<file path="config.mk">
export PLATFORM = sky130hd
export DESIGN_NAME = decode_stage_flat
export DESIGN_NICKNAME = d
export VERILOG_FILES = /design/src/rtl/decode_stage_if.sv /design/src/rtl/decode_stage.sv /design/src/flat_wrapper.sv
export SDC_FILE = /design/constraint.sdc
export NUM_CORES = 1
export LEC_CHECK = 0
export ABC_AREA = 1
export BUFFER_PORTS_ARGS = -buffer_cell sky130_fd_sc_hd__buf_2
export CORE_MARGIN = 8
export CORE_UTILIZATION = 50
export CTS_CLUSTER_DIAMETER = 100
export DETAILED_ROUTE_END_ITERATION = 16
export HOLD_SLACK_MARGIN = 0.02
export PLACE_DENSITY = 0.85
export SYNTH_ARGS = -nofsm -noshare
export SYNTH_HDL_FRONTEND = slang
export SYNTH_SLANG_ARGS = --single-unit
export TNS_END_PERCENT = 100
</file>
<file path="constraint.sdc">
create_clock -name clock -period 3.29 [get_ports clock]
set_input_delay 0.329 -clock clock [delete_from_list [all_inputs] [get_ports clock]]
set_output_delay 0.329 -clock clock [all_outputs]
set_load 0.01 [all_outputs]
</file>
<file path="src/rtl/decode_stage_if.sv">
// Fetch/Decode/Issue/register-bank signal bundle around the decode stage.
// master = decode stage side, slave = surrounding pipeline side.
interface decode_stage_if;
    logic [31:0] if_id_instruc;
    logic [31:0] if_id_nextpc;
    logic        iss_id_stall;
    logic        id_stall;
    logic        id_if_selpcsource;
    logic [1:0]  id_if_selpctype;
    logic [31:0] id_if_pcimd2ext;
    logic [31:0] id_if_rega;
    logic [31:0] id_if_pcindex;
    logic [4:0]  id_reg_addra;
    logic [4:0]  id_reg_addrb;
    logic [31:0] reg_id_dataa;
    logic [31:0] reg_id_datab;
    logic        id_iss_valid;
    logic [5:0]  id_iss_op;
    logic [5:0]  id_iss_funct;
    logic [31:0] id_iss_rega;
    logic [31:0] id_iss_regb;
    logic [31:0] id_iss_imedext;
    logic [4:0]  id_iss_regdest;
    logic        id_iss_writereg;

    modport master (
        input  if_id_instruc, if_id_nextpc, iss_id_stall, reg_id_dataa, reg_id_datab,
        output id_stall, id_if_selpcsource, id_if_selpctype, id_if_pcimd2ext,
               id_if_rega, id_if_pcindex, id_reg_addra, id_reg_addrb,
               id_iss_valid, id_iss_op, id_iss_funct, id_iss_rega, id_iss_regb,
               id_iss_imedext, id_iss_regdest, id_iss_writereg
    );

    modport slave (
        output if_id_instruc, if_id_nextpc, iss_id_stall, reg_id_dataa, reg_id_datab,
        input  id_stall, id_if_selpcsource, id_if_selpctype, id_if_pcimd2ext,
               id_if_rega, id_if_pcindex, id_reg_addra, id_reg_addrb,
               id_iss_valid, id_iss_op, id_iss_funct, id_iss_rega, id_iss_regb,
               id_iss_imedext, id_iss_regdest, id_iss_writereg
    );
endinterface

</file>
<file path="src/rtl/decode_stage.sv">
// Decode stage: register read, branch/jump resolution, PC redirect, wrong-path squash.
// Optional macro DECODE_ILLEGAL_TRAP_EN: illegal opcodes redirect to the trap vector (0x40, owned by Fetch).
module decode_stage (
    input  logic           clock,
    input  logic           reset,
    decode_stage_if.master bus_io
);

    localparam int unsigned XLEN = 32;
    localparam int unsigned OPW  = 6;
    localparam int unsigned RW   = 5;
    localparam int unsigned IMMW = 16;

    localparam logic [OPW-1:0] OP_RTYPE = 6'b000000;
    localparam logic [OPW-1:0] OP_J     = 6'b000010;
    localparam logic [OPW-1:0] OP_BEQ   = 6'b000100;
    localparam logic [OPW-1:0] OP_BNE   = 6'b000101;
    localparam logic [OPW-1:0] OP_RSVD  = 6'b001011;
    localparam logic [OPW-1:0] OP_ANDI  = 6'b001100;
    localparam logic [OPW-1:0] OP_ORI   = 6'b001101;
    localparam logic [OPW-1:0] OP_XORI  = 6'b001110;
    localparam logic [OPW-1:0] OP_LUI   = 6'b001111;
    localparam logic [OPW-1:0] OP_LW    = 6'b100011;
    localparam logic [OPW-1:0] OP_SW    = 6'b101011;
    localparam logic [OPW-1:0] FN_JR    = 6'b001000;

    localparam logic [1:0] PC_BRANCH = 2'b00;
    localparam logic [1:0] PC_JR     = 2'b01;
    localparam logic [1:0] PC_JUMP   = 2'b10;
    localparam logic [1:0] PC_TRAP   = 2'b11;

`ifdef DECODE_ILLEGAL_TRAP_EN
    localparam logic TRAP_EN = 1'b1;
`else
    localparam logic TRAP_EN = 1'b0;
`endif

    typedef enum logic {RUN = 1'b0, SQUASH = 1'b1} state_t;

    state_t state_q;

    logic [OPW-1:0]  opcode;
    logic [OPW-1:0]  funct;
    logic [RW-1:0]   rs;
    logic [RW-1:0]   rt;
    logic [RW-1:0]   rd;
    logic [IMMW-1:0] imm16;
    logic [XLEN-1:0] imm_sext;
    logic            stall;

    logic            is_rtype, is_jr, is_j, is_beq, is_bne, is_alui, is_lw, is_sw;
    logic            legal_c, writes_c, regs_eq_c, take_c;
    logic [1:0]      selpctype_c;
    logic [XLEN-1:0] imedext_d;
    logic [RW-1:0]   regdest_d;
    logic            valid_d, writereg_d;

    logic            valid_q, writereg_q;
    logic [OPW-1:0]  op_q, funct_q;
    logic [XLEN-1:0] rega_q, regb_q, imedext_q;
    logic [RW-1:0]   regdest_q;

    assign opcode   = bus_io.if_id_instruc[31:26];
    assign rs       = bus_io.if_id_instruc[25:21];
    assign rt       = bus_io.if_id_instruc[20:16];
    assign rd       = bus_io.if_id_instruc[15:11];
    assign funct    = bus_io.if_id_instruc[5:0];
    assign imm16    = bus_io.if_id_instruc[15:0];
    assign imm_sext = {{(XLEN-IMMW){imm16[IMMW-1]}}, imm16};
    assign stall    = bus_io.iss_id_stall;

    // Instruction classification and redirect decision
    always_comb begin
        is_rtype    = 1'b0;
        is_jr       = 1'b0;
        is_j        = 1'b0;
        is_beq      = 1'b0;
        is_bne      = 1'b0;
        is_alui     = 1'b0;
        is_lw       = 1'b0;
        is_sw       = 1'b0;
        take_c      = 1'b0;
        selpctype_c = PC_BRANCH;

        is_rtype = (opcode == OP_RTYPE);
        is_jr    = is_rtype && (funct == FN_JR);
        is_j     = (opcode == OP_J);
        is_beq   = (opcode == OP_BEQ);
        is_bne   = (opcode == OP_BNE);
        is_alui  = (opcode[OPW-1:3] == 3'b001) && (opcode != OP_RSVD);
        is_lw    = (opcode == OP_LW);
        is_sw    = (opcode == OP_SW);

        legal_c   = is_rtype || is_j || is_beq || is_bne || is_alui || is_lw || is_sw;
        writes_c  = (is_rtype && !is_jr) || is_alui || is_lw;
        regs_eq_c = (bus_io.reg_id_dataa == bus_io.reg_id_datab);

        if ((state_q == RUN) && !stall) begin
            if ((is_beq && regs_eq_c) || (is_bne && !regs_eq_c)) begin
                take_c      = 1'b1;
                selpctype_c = PC_BRANCH;
            end else if (is_jr) begin
                take_c      = 1'b1;
                selpctype_c = PC_JR;
            end else if (is_j) begin
                take_c      = 1'b1;
                selpctype_c = PC_JUMP;
            end else if (!legal_c && TRAP_EN) begin
                take_c      = 1'b1;
                selpctype_c = PC_TRAP;
            end
        end
    end

    // Next bundle contents
    always_comb begin
        imedext_d  = imm_sext;
        regdest_d  = rt;
        valid_d    = 1'b0;
        writereg_d = 1'b0;

        if ((opcode == OP_ANDI) || (opcode == OP_ORI) || (opcode == OP_XORI)) begin
            imedext_d = {{(XLEN-IMMW){1'b0}}, imm16};
        end else if (opcode == OP_LUI) begin
            imedext_d = {imm16, {(XLEN-IMMW){1'b0}}};
        end

        if (is_rtype) begin
            regdest_d = rd;
        end

        valid_d    = (state_q == RUN) && legal_c;
        writereg_d = valid_d && writes_c && (regdest_d != '0);
    end

    // Squash FSM and Issue pipeline register; everything holds under Issue stall
    always_ff @(posedge clock or negedge reset) begin
        if (!reset) begin
            state_q    <= RUN;
            valid_q    <= 1'b0;
            op_q       <= '0;
            funct_q    <= '0;
            rega_q     <= '0;
            regb_q     <= '0;
            imedext_q  <= '0;
            regdest_q  <= '0;
            writereg_q <= 1'b0;
        end else if (!stall) begin
            state_q    <= take_c ? SQUASH : RUN;
            valid_q    <= valid_d;
            op_q       <= opcode;
            funct_q    <= funct;
            rega_q     <= bus_io.reg_id_dataa;
            regb_q     <= bus_io.reg_id_datab;
            imedext_q  <= imedext_d;
            regdest_q  <= regdest_d;
            writereg_q <= writereg_d;
        end
    end

    assign bus_io.id_stall          = stall;
    assign bus_io.id_if_selpcsource = take_c;
    assign bus_io.id_if_selpctype   = selpctype_c;
    assign bus_io.id_if_pcimd2ext   = bus_io.if_id_nextpc + XLEN'(imm_sext << 2);
    assign bus_io.id_if_rega        = bus_io.reg_id_dataa;
    assign bus_io.id_if_pcindex     = {bus_io.if_id_nextpc[31:28], bus_io.if_id_instruc[25:0], 2'b00};
    assign bus_io.id_reg_addra      = rs;
    assign bus_io.id_reg_addrb      = rt;

    assign bus_io.id_iss_valid      = valid_q;
    assign bus_io.id_iss_op         = op_q;
    assign bus_io.id_iss_funct      = funct_q;
    assign bus_io.id_iss_rega       = rega_q;
    assign bus_io.id_iss_regb       = regb_q;
    assign bus_io.id_iss_imedext    = imedext_q;
    assign bus_io.id_iss_regdest    = regdest_q;
    assign bus_io.id_iss_writereg   = writereg_q;

endmodule
</file>
<file path="src/flat_wrapper.sv">
// flat-port wrapper written by rule: the top's interface ports become plain ports
module decode_stage_flat 
  (clock, reset, bus_io_if_id_instruc, bus_io_if_id_nextpc, bus_io_iss_id_stall, bus_io_reg_id_dataa, bus_io_reg_id_datab, bus_io_id_stall, bus_io_id_if_selpcsource, bus_io_id_if_selpctype, bus_io_id_if_pcimd2ext, bus_io_id_if_rega, bus_io_id_if_pcindex, bus_io_id_reg_addra, bus_io_id_reg_addrb, bus_io_id_iss_valid, bus_io_id_iss_op, bus_io_id_iss_funct, bus_io_id_iss_rega, bus_io_id_iss_regb, bus_io_id_iss_imedext, bus_io_id_iss_regdest, bus_io_id_iss_writereg);
  decode_stage_if bus_io_i ();
  input  logic clock;
  input  logic reset;
  input wire logic [$bits(bus_io_i.if_id_instruc)-1:0] bus_io_if_id_instruc;
  input wire logic [$bits(bus_io_i.if_id_nextpc)-1:0] bus_io_if_id_nextpc;
  input wire logic [$bits(bus_io_i.iss_id_stall)-1:0] bus_io_iss_id_stall;
  input wire logic [$bits(bus_io_i.reg_id_dataa)-1:0] bus_io_reg_id_dataa;
  input wire logic [$bits(bus_io_i.reg_id_datab)-1:0] bus_io_reg_id_datab;
  output wire logic [$bits(bus_io_i.id_stall)-1:0] bus_io_id_stall;
  output wire logic [$bits(bus_io_i.id_if_selpcsource)-1:0] bus_io_id_if_selpcsource;
  output wire logic [$bits(bus_io_i.id_if_selpctype)-1:0] bus_io_id_if_selpctype;
  output wire logic [$bits(bus_io_i.id_if_pcimd2ext)-1:0] bus_io_id_if_pcimd2ext;
  output wire logic [$bits(bus_io_i.id_if_rega)-1:0] bus_io_id_if_rega;
  output wire logic [$bits(bus_io_i.id_if_pcindex)-1:0] bus_io_id_if_pcindex;
  output wire logic [$bits(bus_io_i.id_reg_addra)-1:0] bus_io_id_reg_addra;
  output wire logic [$bits(bus_io_i.id_reg_addrb)-1:0] bus_io_id_reg_addrb;
  output wire logic [$bits(bus_io_i.id_iss_valid)-1:0] bus_io_id_iss_valid;
  output wire logic [$bits(bus_io_i.id_iss_op)-1:0] bus_io_id_iss_op;
  output wire logic [$bits(bus_io_i.id_iss_funct)-1:0] bus_io_id_iss_funct;
  output wire logic [$bits(bus_io_i.id_iss_rega)-1:0] bus_io_id_iss_rega;
  output wire logic [$bits(bus_io_i.id_iss_regb)-1:0] bus_io_id_iss_regb;
  output wire logic [$bits(bus_io_i.id_iss_imedext)-1:0] bus_io_id_iss_imedext;
  output wire logic [$bits(bus_io_i.id_iss_regdest)-1:0] bus_io_id_iss_regdest;
  output wire logic [$bits(bus_io_i.id_iss_writereg)-1:0] bus_io_id_iss_writereg;
  assign bus_io_i.if_id_instruc = bus_io_if_id_instruc;
  assign bus_io_i.if_id_nextpc = bus_io_if_id_nextpc;
  assign bus_io_i.iss_id_stall = bus_io_iss_id_stall;
  assign bus_io_i.reg_id_dataa = bus_io_reg_id_dataa;
  assign bus_io_i.reg_id_datab = bus_io_reg_id_datab;
  assign bus_io_id_stall = bus_io_i.id_stall;
  assign bus_io_id_if_selpcsource = bus_io_i.id_if_selpcsource;
  assign bus_io_id_if_selpctype = bus_io_i.id_if_selpctype;
  assign bus_io_id_if_pcimd2ext = bus_io_i.id_if_pcimd2ext;
  assign bus_io_id_if_rega = bus_io_i.id_if_rega;
  assign bus_io_id_if_pcindex = bus_io_i.id_if_pcindex;
  assign bus_io_id_reg_addra = bus_io_i.id_reg_addra;
  assign bus_io_id_reg_addrb = bus_io_i.id_reg_addrb;
  assign bus_io_id_iss_valid = bus_io_i.id_iss_valid;
  assign bus_io_id_iss_op = bus_io_i.id_iss_op;
  assign bus_io_id_iss_funct = bus_io_i.id_iss_funct;
  assign bus_io_id_iss_rega = bus_io_i.id_iss_rega;
  assign bus_io_id_iss_regb = bus_io_i.id_iss_regb;
  assign bus_io_id_iss_imedext = bus_io_i.id_iss_imedext;
  assign bus_io_id_iss_regdest = bus_io_i.id_iss_regdest;
  assign bus_io_id_iss_writereg = bus_io_i.id_iss_writereg;
  decode_stage u_core (.clock(clock), .reset(reset), .bus_io(bus_io_i));
endmodule
</file>
==> results_dict.tcl <==
set metrics [dict create \
    crit_fanout 18 \
    overflow 0 \
    synth_area_leaders "dfrtp_1 38%, nand2_1 20%, buf_4 7.9%" \
    synth_top_area_share_pct 38.0 \
    leakagePower_nw 5.41 \
    synth_top_cell_by_area "dfrtp_1" \
    port_buffers 334 \
    fin_nets 1478 \
    antenna_left 0 \
    grt_pass1_wl_um 40700 \
    cts_tree "yes" \
    routed_wl_um 26200 \
    rsz0062_at_grt "no" \
    grt.total_usage_pct 26.1 \
    start_util_pct 50.6 \
    total_power_w 0.00472 \
    cp.arrival_ps 2190 \
    slew_violations 0 \
    drv_cap 0 \
    cp-start-kind "primary input" \
    htree_levels 4 \
    max_slew_margin_pct 48.9 \
    path_cells "buf_2 -> ha_1 -> a21oi_1 -> o21ai_0 -> a21oi_1 -> nor2_1 -> nor2_1 -> nand2_1 -> nand2_1 -> nand2_1 -> buf_2" \
    ys_seq_area_share_pct 38.0 \
    synth_warnings 0 \
    status "completed" \
    wire_per_inst_um 17.2 \
    cellPowerDensity_mw_per_mm2 496 \
    clock_sinks 116 \
    cts_resized 0 \
    ys.flop_type "dfrtp_1" \
    antenna_found_initial 0 \
    setup_viol 0 \
    critPathSlowestCell "ha_1" \
    ir_worst_vdd_v 0.000332 \
    grt_pass1_vias 7797 \
    ios 356 \
    avgViaCountPerCell 5.16 \
    slowest_delay_ps 360 \
    num_vias 7835 \
    synth-edff-count 0 \
    ys_seq_elements 116 \
    fin_tns_setup_ps 0 \
    first_pass_iters 5 \
    cp_top_family "compound AO/OA/AOI/OAI gates" \
    layout-drive-gt1-share_pct 29.8 \
    synth_top_cells_by_count "417 x nand2_1, 116 x dfrtp_1, 90 x inv_1" \
    clockBufferDepth 2 \
    crit_type "primary input to output port" \
    die_height_um 140 \
    finalClockSkew_ps 2.50 \
    regArea_mm2 0.00290 \
    multi_input_area_mm2 0.00368 \
    diodes 0 \
    dr.first_iter.drc_count 577 \
    syn_avg_cell_area_um2 7.20 \
    cts_setup_buffers 0 \
    syn_inst 1061 \
    grt_max_degree 67 \
    yosys.cell_count.top_type "nand2_1" \
    drc 0 \
    fmax_ghz 0.397 \
    netlist_area_mm2 0.00764 \
    synth-async-reset-ratio_pct 100 \
    hold_viol 0 \
    die_w_um 140 \
    yosysUniqueCellTypes 44 \
    crit_buf_inv 2 \
    final_util_pct 63.0 \
    clk_latency_ps 400 \
    place.gp.congestion 0.981 \
    hold_class "primary input to flop" \
    finalCritPeriodShare_pct 76.6 \
    endpoint_kind "output port" \
    clk_pin_slew_ps 60 \
    coreArea_mm2 0.0151 \
    cts_made_buffers 17 \
    syn2layout_area_growth_pct 24.5 \
    rows 45 \
    n_fill_cell 1339 \
    dieArea_mm2 0.0195 \
    period_minus_slack_ps 2520 \
    dp_hpwl_um 20600 \
    worstPathRequired_ps 2960 \
    ctsRootBufferMaster "clkbuf_16" \
    worst_pin_slew_ps 767 \
    cpMostUsedCell "nand2_1" \
]
-- stage by stage --
stage / cell area (um^2) / hold slack (ps) / setup WS [ps] / cells
2_1_floorplan: 7640 / 33.4 / 1250 / 1062
3_3_place_gp: 8890 / 440 / 817 / 1485
3_5_place_dp: 8890 / 451 / 795 / 1485
4_1_cts: 9510 / 126 / 791 / 1518
5_1_grt: 9510 / 148 / 594 / 1518
6_report: 9510 / 143 / 770 / 1518
-- sequential cells by signal, indices dropped and copies added (netlist names) --
signal                         flops
u_core.bus_io.id_iss_imedext      32
u_core.bus_io.id_iss_rega         32
u_core.bus_io.id_iss_regb         32
u_core.bus_io.id_iss_funct         6
u_core.bus_io.id_iss_op            6
u_core.bus_io.id_iss_regdest       5
u_core.bus_io.id_iss_valid         1
u_core.bus_io.id_iss_writereg      1
u_core.state_q                     1
-- metal layers --
metal / share of wire, % / track usage [%]
met5: 0 / 0
met4: 2.3 / 8.91
met3: 8.8 / 7.08
met2: 50 / 45.5
met1: 39 / 30.4
-- where the power goes --
part	switching (W)	internal [W]	total [W]	leakage [nW]
Clock	0.000688	0.00122	0.00191	0.297
Sequential	0.0000679	0.00156	0.00162	1.42
Combinational	0.000751	0.000437	0.00119	3.70
Total	0.00151	0.00321	0.00472	5.41
-- path summary, 6_finish.rpt --
| check | startpoint | endpoint | slack (ps) | cells after the start |
|---|---|---|---|---|
| max in group asynchronous | reset | u_core.bus_io.id_iss_rega[11]$_DFFE_PN0N_ | 1890 | 3 |
| worst min register to register | u_core.bus_io.id_iss_regb[2]$_DFFE_PN0N_ | u_core.bus_io.id_iss_regb[2]$_DFFE_PN0N_ | 470 | 2 |
| worst max-delay path | bus_io_if_id_instruc[15] | bus_io_id_if_pcimd2ext[31] | 770 | 11 |
| min in group asynchronous | reset | u_core.bus_io.id_iss_rega[24]$_DFFE_PN0N_ | 520 | 2 |
| worst min-delay path | bus_io_reg_id_datab[11] | u_core.bus_io.id_iss_regb[11]$_DFFE_PN0N_ | 140 | 3 |
| worst max register to register | u_core.state_q$_DFFE_PN0N_ | u_core.bus_io.id_iss_writereg$_DFFE_PN0N_ | 2150 | 5 |
-- final cells by class --
cell class | count | area share [%]
flip-flops and latches | 116 | 30.5
multi-input cells | 748 | 38.6
inverters | 93 | 3.68
clock inverters | 14 | 1.85
clock buffers | 18 | 4.62
well taps | 188 | 2.47
repair buffers | 341 | 18.2
-- cells in the final DEF, fill, tap and decap left out, types with 3 or more instances in the layout --
cell / count
nand2_1: 417
buf_2: 332
dfrtp_1: 116
inv_1: 90
o21ai_0: 74
nor2_1: 65
a21oi_1: 37
nand3_1: 32
ha_1: 29
xnor2_1: 23
clkbuf_16: 17
xor2_1: 14
o21ai_1: 9
buf_4: 8
nor3_1: 5
o21ai_2: 4
clkinv_4: 4
nand3_2: 3
nand3b_1: 3
clkinv_2: 3
a31oi_1: 3
o31ai_1: 3
bufinv_16: 3
inv_6: 3
-- worst reg2reg max path, stage by stage (launching register included) --
cell and delay, ps:
dfrtp_1 370, nor2_1 170, o21ai_0 190, nor2_1 200
nand2_1 90, nand2_1 60
-- cells by family after synthesis --
family | count (synthesis) | synth area share, %
DFF | 116 | 38.0
xor gates and xnor gates | 37 | 4.24
buffers and inverters | 198 | 13.9
other | 1 | 0.0491
AOI/OAI and AO/OA | 143 | 10.7
adders and majority gates | 30 | 5.01
and+or+nand+nor | 536 | 28.1
-- repair_timing --
action | in CTS | in global routing
hold buffers | 1 | 0
endpoints found under the setup margin | 0 | 0
endpoints found under the hold margin | 4 | 0
No activity file was read; power rests on OpenSTA's default activity.
